**config.mk**
```make
export PLATFORM = sky130hd
export DESIGN_NAME = spi_io_slave
export DESIGN_NICKNAME = d
export VERILOG_FILES = /design/src/rtl/spi_io_slave.sv
export SDC_FILE = /design/constraint.sdc
export NUM_CORES = 1
export LEC_CHECK = 0
export CORE_MARGIN = 2
export CORE_UTILIZATION = 45
export CTS_BUF_LIST = sky130_fd_sc_hd__clkbuf_8
export CTS_CLUSTER_DIAMETER = 200
export DETAILED_ROUTE_END_ITERATION = 16
export PLACE_DENSITY = 0.64
export SYNTH_ARGS = -nofsm -noshare
export SYNTH_HDL_FRONTEND = slang
export SYNTH_SLANG_ARGS = --single-unit
```
**constraint.sdc**
```tcl
create_clock -name clk_i -period 1.5 [get_ports clk_i]
set_input_delay 0.3 -clock clk_i [delete_from_list [all_inputs] [get_ports clk_i]]
set_output_delay 0.3 -clock clk_i [all_outputs]
set_load 0.005 [all_outputs]
```
**src/rtl/spi_io_slave.sv**
```systemverilog
// SPI slave (mode 0) for LED/button I/O: every input is oversampled into clk_i.
// Optional per-button debounce is enabled with `define SPI_IO_BTN_DEBOUNCE_EN.
//
// state  | meaning
// SKIP   | after reset, wait for CS high so a frame already in flight is ignored
// IDLE   | CS high, waiting for a CS falling edge
// ACTIVE | frame in progress, shifting rx/tx on SCK edges
module spi_io_slave #(
    parameter int               LED_W      = 8,
    parameter int               BTN_W      = 4,
    parameter logic [LED_W-1:0] LED_RST    = '0,
    parameter int               DEB_CYCLES = 16
) (
    input  logic             clk_i,
    input  logic             rst_i,
    input  logic             spi_sck_i,
    input  logic             spi_cs_i,
    input  logic             spi_mosi_i,
    output logic             spi_miso_o,
    input  logic [BTN_W-1:0] but_i,
    output logic [LED_W-1:0] led_o,
    output logic             irq_o,
    output logic             frame_o,
    output logic             err_o
);

    localparam int CNT_W = $clog2(LED_W + 2);

    typedef enum logic [1:0] {SKIP, IDLE, ACTIVE} state_t;

    generate
        if ((LED_W % 8) != 0 || LED_W < 8 || LED_W > 32) begin : g_bad_led_w
            $error("spi_io_slave: LED_W must be a multiple of 8 in 8..32");
        end
        if (BTN_W < 1 || BTN_W > 16 || 2 * BTN_W > LED_W) begin : g_bad_btn_w
            $error("spi_io_slave: BTN_W must be 1..16 with 2*BTN_W <= LED_W");
        end
        if (DEB_CYCLES < 2 || DEB_CYCLES > 65535) begin : g_bad_deb
            $error("spi_io_slave: DEB_CYCLES must be 2..65535");
        end
    endgenerate

    state_t           state;
    logic [2:0]       sck_sync, cs_sync, mosi_sync;
    logic             sck_rise, sck_fall, cs_rise, cs_fall;
    logic [BTN_W-1:0] but_s1, but_s2;
    logic [BTN_W-1:0] level, level_prev, press_set;
    logic [BTN_W-1:0] pressed, snap_pressed, clr_mask;
    logic [LED_W-1:0] snapshot, tx, rx;
    logic [CNT_W-1:0] bit_cnt;

    // Two sync flops, then a third stage that doubles as the edge-detect history;
    // the registered edge pulses line up with mosi_sync[2].
    always_ff @(posedge clk_i) begin
        if (rst_i) begin
            sck_sync  <= '0;
            cs_sync   <= '0;
            mosi_sync <= '0;
            sck_rise  <= 1'b0;
            sck_fall  <= 1'b0;
            cs_rise   <= 1'b0;
            cs_fall   <= 1'b0;
            but_s1    <= '0;
            but_s2    <= '0;
        end else begin
            sck_sync  <= {sck_sync[1:0], spi_sck_i};
            cs_sync   <= {cs_sync[1:0], spi_cs_i};
            mosi_sync <= {mosi_sync[1:0], spi_mosi_i};
            sck_rise  <= sck_sync[1] & ~sck_sync[2];
            sck_fall  <= ~sck_sync[1] & sck_sync[2];
            cs_rise   <= cs_sync[1] & ~cs_sync[2];
            cs_fall   <= ~cs_sync[1] & cs_sync[2];
            but_s1    <= but_i;
            but_s2    <= but_s1;
        end
    end

`ifdef SPI_IO_BTN_DEBOUNCE_EN
    localparam int DEB_W = $clog2(DEB_CYCLES + 1);

    logic [DEB_W-1:0] deb_cnt [BTN_W];

    always_ff @(posedge clk_i) begin
        for (int i = 0; i < BTN_W; i++) begin
            if (rst_i) begin
                deb_cnt[i] <= '0;
                level[i]   <= 1'b0;
            end else if (but_s2[i] == level[i]) begin
                deb_cnt[i] <= '0;
            end else if (deb_cnt[i] == DEB_W'(DEB_CYCLES - 1)) begin
                deb_cnt[i] <= '0;
                level[i]   <= but_s2[i];
            end else begin
                deb_cnt[i] <= deb_cnt[i] + 1'b1;
            end
        end
    end
`else
    assign level = but_s2;
`endif

    assign press_set = level & ~level_prev;

    always_comb begin
        snapshot                  = '0;
        snapshot[2*BTN_W-1:0]     = {pressed, level};
        clr_mask                  = '0;
        if (state == ACTIVE && cs_rise && bit_cnt == CNT_W'(LED_W))
            clr_mask = snap_pressed;
    end

    // A set in the same cycle as a clear wins because it is OR-ed in last.
    always_ff @(posedge clk_i) begin
        if (rst_i) begin
            level_prev <= '0;
            pressed    <= '0;
            irq_o      <= 1'b0;
        end else begin
            level_prev <= level;
            pressed    <= (pressed & ~clr_mask) | press_set;
            irq_o      <= |pressed;
        end
    end

    always_ff @(posedge clk_i) begin
        if (rst_i) begin
            state        <= SKIP;
            led_o        <= LED_RST;
            spi_miso_o   <= 1'b0;
            frame_o      <= 1'b0;
            err_o        <= 1'b0;
            bit_cnt      <= '0;
            rx           <= '0;
            tx           <= '0;
            snap_pressed <= '0;
        end else begin
            frame_o <= 1'b0;
            err_o   <= 1'b0;
            case (state)
                SKIP: begin
                    spi_miso_o <= 1'b0;
                    if (cs_sync[2])
                        state <= IDLE;
                end
                IDLE: begin
                    spi_miso_o <= 1'b0;
                    if (cs_fall) begin
                        state        <= ACTIVE;
                        tx           <= snapshot;
                        snap_pressed <= pressed;
                        bit_cnt      <= '0;
                        spi_miso_o   <= snapshot[LED_W-1];
                    end
                end
                ACTIVE: begin
                    // Presses landing after the snapshot must survive this frame's clear.
                    snap_pressed <= snap_pressed & ~press_set;
                    if (cs_rise) begin
                        state      <= IDLE;
                        spi_miso_o <= 1'b0;
                        if (bit_cnt == CNT_W'(LED_W)) begin
                            led_o   <= rx;
                            frame_o <= 1'b1;
                        end else begin
                            err_o <= 1'b1;
                        end
                    end else begin
                        if (sck_rise) begin
                            rx <= {rx[LED_W-2:0], mosi_sync[2]};
                            if (bit_cnt != CNT_W'(LED_W + 1))
                                bit_cnt <= bit_cnt + 1'b1;
                        end
                        if (sck_fall) begin
                            tx         <= {tx[LED_W-2:0], 1'b0};
                            spi_miso_o <= tx[LED_W-2];
                        end
                    end
                end
                default: begin
                    state      <= SKIP;
                    spi_miso_o <= 1'b0;
                end
            endcase
        end
    end

endmodule

```
-- Word level (Yosys, flattened, before mapping)
Index checks and enable logic that the tools add are counted.
- register bits: 66
- input bits: 9
- output and inout bits: 12
- word-level logic and storage cells: 85
- $add $sub $neg: 1
- eq/ne operators: 12
- muxes and demuxes: 22
- bitwise operators: 17
- reductions and logical operators: 12
- operator list (cell ; number):
    two-way mux 4 bit ; 6
    two-way mux 7 bit ; 3
    one-hot mux 4 bit (2 select lines) ; 2
    one-hot mux 7 bit (2 select lines) ; 1
    bitwise AND 4 bit ; 3
    inequality test 2 bit (second input constant) ; 6
    NOT 4 bit ; 3
    AND reduction 3 bit ; 3
    two-way mux 2 bit ; 3
    NOT 1 bit ; 6
    one-hot mux 2 bit (3 select lines) ; 1
    two-way mux 1 bit ; 5
    AND reduction 5 bit ; 1
    adder 4 x 1 -> 4 bit (second input constant) ; 1
    bitwise AND 1 bit ; 4
    equality test 4 bit (second input constant) ; 1
    inequality test 4 bit (second input constant) ; 1
    bitwise OR 4 bit ; 1
    AND reduction 4 bit ; 1
    OR reduction 4 bit ; 1
    inequality test 3 bit (second input constant) ; 1
    OR reduction 3 bit ; 1
    equality test 2 x 1 -> 1 bit (second input constant) ; 1
    equality test 2 bit (second input constant) ; 1
    6 further kinds ; 7

-- Depth between registers and ports, before layout
- depth in word-level cells: 7
- gate-level depth with buffers: 7
- mapped depth without buffers: 6

-- Worst setup path before layout
OpenSTA, ideal clock, no wires.
- path type: reg2reg
- start: register state[0]
- end: register bit_cnt[2]
- setup time: 0.070 ns
- data arrival time: 1.615 ns
- required time: 1.430 ns
- path slack: -0.186 ns
- cell stages (with the launch flop): 7
- path buffers: 0
- period minus slack after synthesis: 1.686 ns
- path through: dfxtp_1 -> inv_1 -> ha_1 -> and2b_1 -> a31o_1 -> or4_1 -> a21oi_1
- longest elaborated chain between the ends: 3
- elaborated cells between the ends (all ways): 9
- those cells by class: 6 x eq/ne; 1 x mux; 2 x reduce/logical
- ends and longest elaborated chain (what ; line ; source):
    start, declared ; 43 ; state_t state;
    start signal, assigned ; 127 ; state <= SKIP;
    start signal, assigned ; 143 ; state <= IDLE;
    start signal, assigned ; 148 ; state <= ACTIVE;
    equality test 2 bit or equality test 2 x 1 -> 1 bit (tied branches) ; 139 ; case (state)
    inequality test 2 x 1 -> 1 bit (no line) (tied with other cells) ; n/a ;
    AND reduction 5 bit (no line) ; n/a ;
    end signal, assigned ; 171 ; bit_cnt <= bit_cnt + 1'b1;
    end, declared ; 50 ; logic [CNT_W-1:0] bit_cnt;
Several ways; a longest one is shown, not always the timed one.
A chain may end at the register's enable or synchronous reset.

-- Final worst setup path
Ends and elaborated chain as after synthesis.

==> results.yml <==
setup_path:
  slowest_stage: "or4_1"
  cp.depth: 6
  r2r_slack_ns: -0.06
  path_class: "reg -> reg"
  r2r_cells: 6
  crit_arrival_ns: 1.83
  r2r-start: "state[0]$_SDFFE_PP0P_"
  worstPathRequired_ns: 1.78
  cpPeakStageDelay_ns: 0.40
  critPathLaunchType: "flop"
  regToRegEndpoint: "bit_cnt[2]$_SDFFE_PP0P_"
  cp-end-kind: "flop"
  path_max_fanout: 4
  crit_buf_inv: 1
  cp_cell_sequence: "inv_4 > ha_4 > and2b_1 > a31o_1 > or4_1 > a21oi_1"
  crit_family: "simple AND/OR/NAND/NOR gates"
global_route:
  gr-total-overflow: 0
  grt_util_met1_pct: 22.1
  grt_util_met3_pct: 4.14
  grt_max_degree: 29
  track_usage_pct: 16.7
  top_usage_layer: "met2"
  grt_pass1_vias: 1774
  use_met2_pct: 25.4
  grt_pass1_wl_um: 7940
  antenna_found_initial: 0
placement:
  port_buffers: 20
  gp_congestion: 0.791
  detailed_place_hpwl_um: 3060
  dpl_cell_area_um2: 2960
  dp_slack_ns: -0.0679
sta:
  rsz0062_at_grt: "yes"
  fmax_mhz: 642
  holdWs_ns: 0.340
  final.period_utilization_pct: 104
  slew_viol_final: 0
  hold_viol: 0
  clock_skew_ns: 0.00983
  fin_crit_ns: 1.56
  worstMarginPinSlew_ns: 0.338
  finalSetupViolations: 2
  setup_ws_ns: -0.0567
  max_slew_margin_pct: 77.5
synthesis:
  ys.flop_type: "dfxtp_1"
  synth_area_um2: 2470
  synth-seq-cells: 66
  syn_area_per_cell_um2: 9.95
  synth_top_cell_by_area: "dfxtp_1"
  synthTopCellsByCount: "dfxtp_1 (66), nor2_1 (34), nor2b_1 (26), mux2i_1 (23), a21oi_1 (15)"
  netlist_instances: 248
  synth_edf_count: 0
  ys_warn_count: 0
  synth_area_leaders: "dfxtp_1 (54%), mux2i_1 (9.3%), nor2b_1 (6.6%)"
  synthArstFlopShare_pct: 0
  synth_fp_nets: 265
  yosys.cell_count.top_type: "dfxtp_1"
  yosysTopAreaCellShare_pct: 53.5
  synth_cell_types: 30
  synth_seq_area_share_pct: 53.5
cts:
  root_buffer: "clkbuf_8"
  clockBufferDepth: 2
  clk_pin_slew_worst_paths_ns: 0.08
  cts-htree-levels: 3
  insertion_delay_ns: 0.34
  cts_tree: "done"
  cts_made_buffers: 9
  hold_buffers: 0
  cts_sinks: 66
route:
  vias: 1830
  drt-initial-drc-count: 132
  post-route-drc-count: 0
  wl_per_cell_um: 12.7
  wl_um: 4730
  via_per_inst: 4.93
  antenna_left: 0
  drt_first_pass_iters: 4
power:
  p_clk_share_pct: 45.9
  p_switching_mw: 0.850
  switching_share_pct: 21.7
  seq_power_share_pct: 46.6
  p_per_area_nw_per_um2: 1160
  ir_drop_v: 0.000901
  p_comb_share_pct: 7.6
  power.leakage_nw: 1.45
  p_int_mw: 3.06
run_status:
  violations: "setup timing"
  run_status: "complete, but fails checks"
worst_hold_path:
  hold-path-endpoint: "sck_sync[0]$_SDFF_PP0_"
  hold_path_depth: 2
  min_from: "rst_i"
  min_path_type: "in -> reg"
finish:
  post-route-util_pct: 64.7
  multi_input_area_um2: 1140
  final-seq-area_um2: 1340
  fin_area_um2: 3370
  drive_gt1_share_pct: 22.6
  antenna_cells: 0
  finalNetCount: 313
  final.fill_count: 431
  syn_to_final_growth_pct: 36.4
floorplan:
  start_util_pct: 47.4
  io_pins: 21
  dieHeight_um: 78.0
  fp-row-count: 26
  fp.coreArea_um2: 5200
  dieArea_um2: 6090
  chipWidth_um: 78.0
run:
  drv_cap: 0
==> state kept, by name, indices dropped and copies added, names as in the netlist <==
signal and count:
bit_cnt 4, but_s1 4, but_s2 4, cs_fall 1, cs_rise 1, cs_sync 3
err_o 1, frame_o 1, irq_o 1, led_o 8, level_prev 4, mosi_sync 3
pressed 4, rx 8, sck_fall 1, sck_rise 1, sck_sync 3, snap_pressed 4
spi_miso_o 1, state 2, tx 7
==> kinds of logic after synthesis <==
logic type	share of synthesized area (%)
flops	53.5
compound gates	10.9
mux	9.33
buf+inv	3.40
simple gates	18.8
fa+ha+maj	4.06
==> worst max-delay path by stage <==
| stage | start | end | slack, ns |
|---|---|---|---|
| floorplan | state[1]$_SDFFE_PP0P_ | tx[0]$_SDFFE_PP0P_ | -0.04 |
| global placement | state[0]$_SDFFE_PP0P_ | bit_cnt[2]$_SDFFE_PP0P_ | -0.03 |
| detailed placement | state[0]$_SDFFE_PP0P_ | bit_cnt[2]$_SDFFE_PP0P_ | -0.07 |
| CTS | state[0]$_SDFFE_PP0P_ | bit_cnt[2]$_SDFFE_PP0P_ | -0.06 |
| global route | state[0]$_SDFFE_PP0P_ | tx[3]$_SDFFE_PP0P_ | -0.11 |
| finish | state[0]$_SDFFE_PP0P_ | bit_cnt[2]$_SDFFE_PP0P_ | -0.06 |
==> stage by stage <==
stage	instances	power (mW)	setup TNS, ns
after floorplan	248	1.99	-0.268
after global placement	348	2.10	-0.0295
after detailed placement	348	2.10	-0.0775
after CTS	365	3.90	-0.151
after global routing	371	4.05	-1.05
final	371	3.91	-0.0579
==> timing repair <==
action | 4_1_cts | 5_1_grt
setup endpoints to repair | 13 | 36
setup buffers | 1 | 5
resized for setup | 8 | 24
pin swaps | 1 | 1
gates cloned | 0 | 1
==> routing by layer <==
layer	vias to the layer above	part of all wire [%]	wire length (µm)
met4	0	1.7	81
met1	840	49	2340
met5	-	0	0
met2	42	45	2120
li1	940	-	-
met3	8	3.9	183
==> placed cells by master (no fill, tap or decap), types with 4 or more instances in the layout <==
cell | netlist | layout
a211oi_1 | 8 | 7
a21oi_1 | 15 | 14
a2bb2oi_1 | 4 | 4
buf_12 | 0 | 7
buf_4 | 0 | 20
clkbuf_8 | 0 | 9
clkdlybuf4s50_1 | 0 | 14
dfxtp_1 | 66 | 57
dfxtp_2 | 0 | 7
ha_1 | 8 | 5
inv_1 | 9 | 9
mux2i_1 | 23 | 21
nand2b_1 | 9 | 9
nand4_1 | 4 | 4
nor2_1 | 34 | 33
nor2b_1 | 26 | 26
==> power by group through the flow <==
stage                     Clock [mW]  Sequential [mW]  Combinational [mW]
final                           1.79             1.82               0.295
after global routing            1.90             1.83               0.323
after CTS                       1.83             1.82               0.246
after detailed placement           0             1.86               0.242
after global placement             0             1.86               0.238
after floorplan                    0             1.85               0.138
==> layout make-up <==
class                   instances  area share (%)
clock buffers                   9            3.68
clock inverters                 7            3.46
inverters                       9            1.08
multi-input cells             161            33.8
flip-flops and latches         66            39.7
well taps                      70            2.60
repair buffers                 49            15.7
Power figures use the tool's default switching activity.
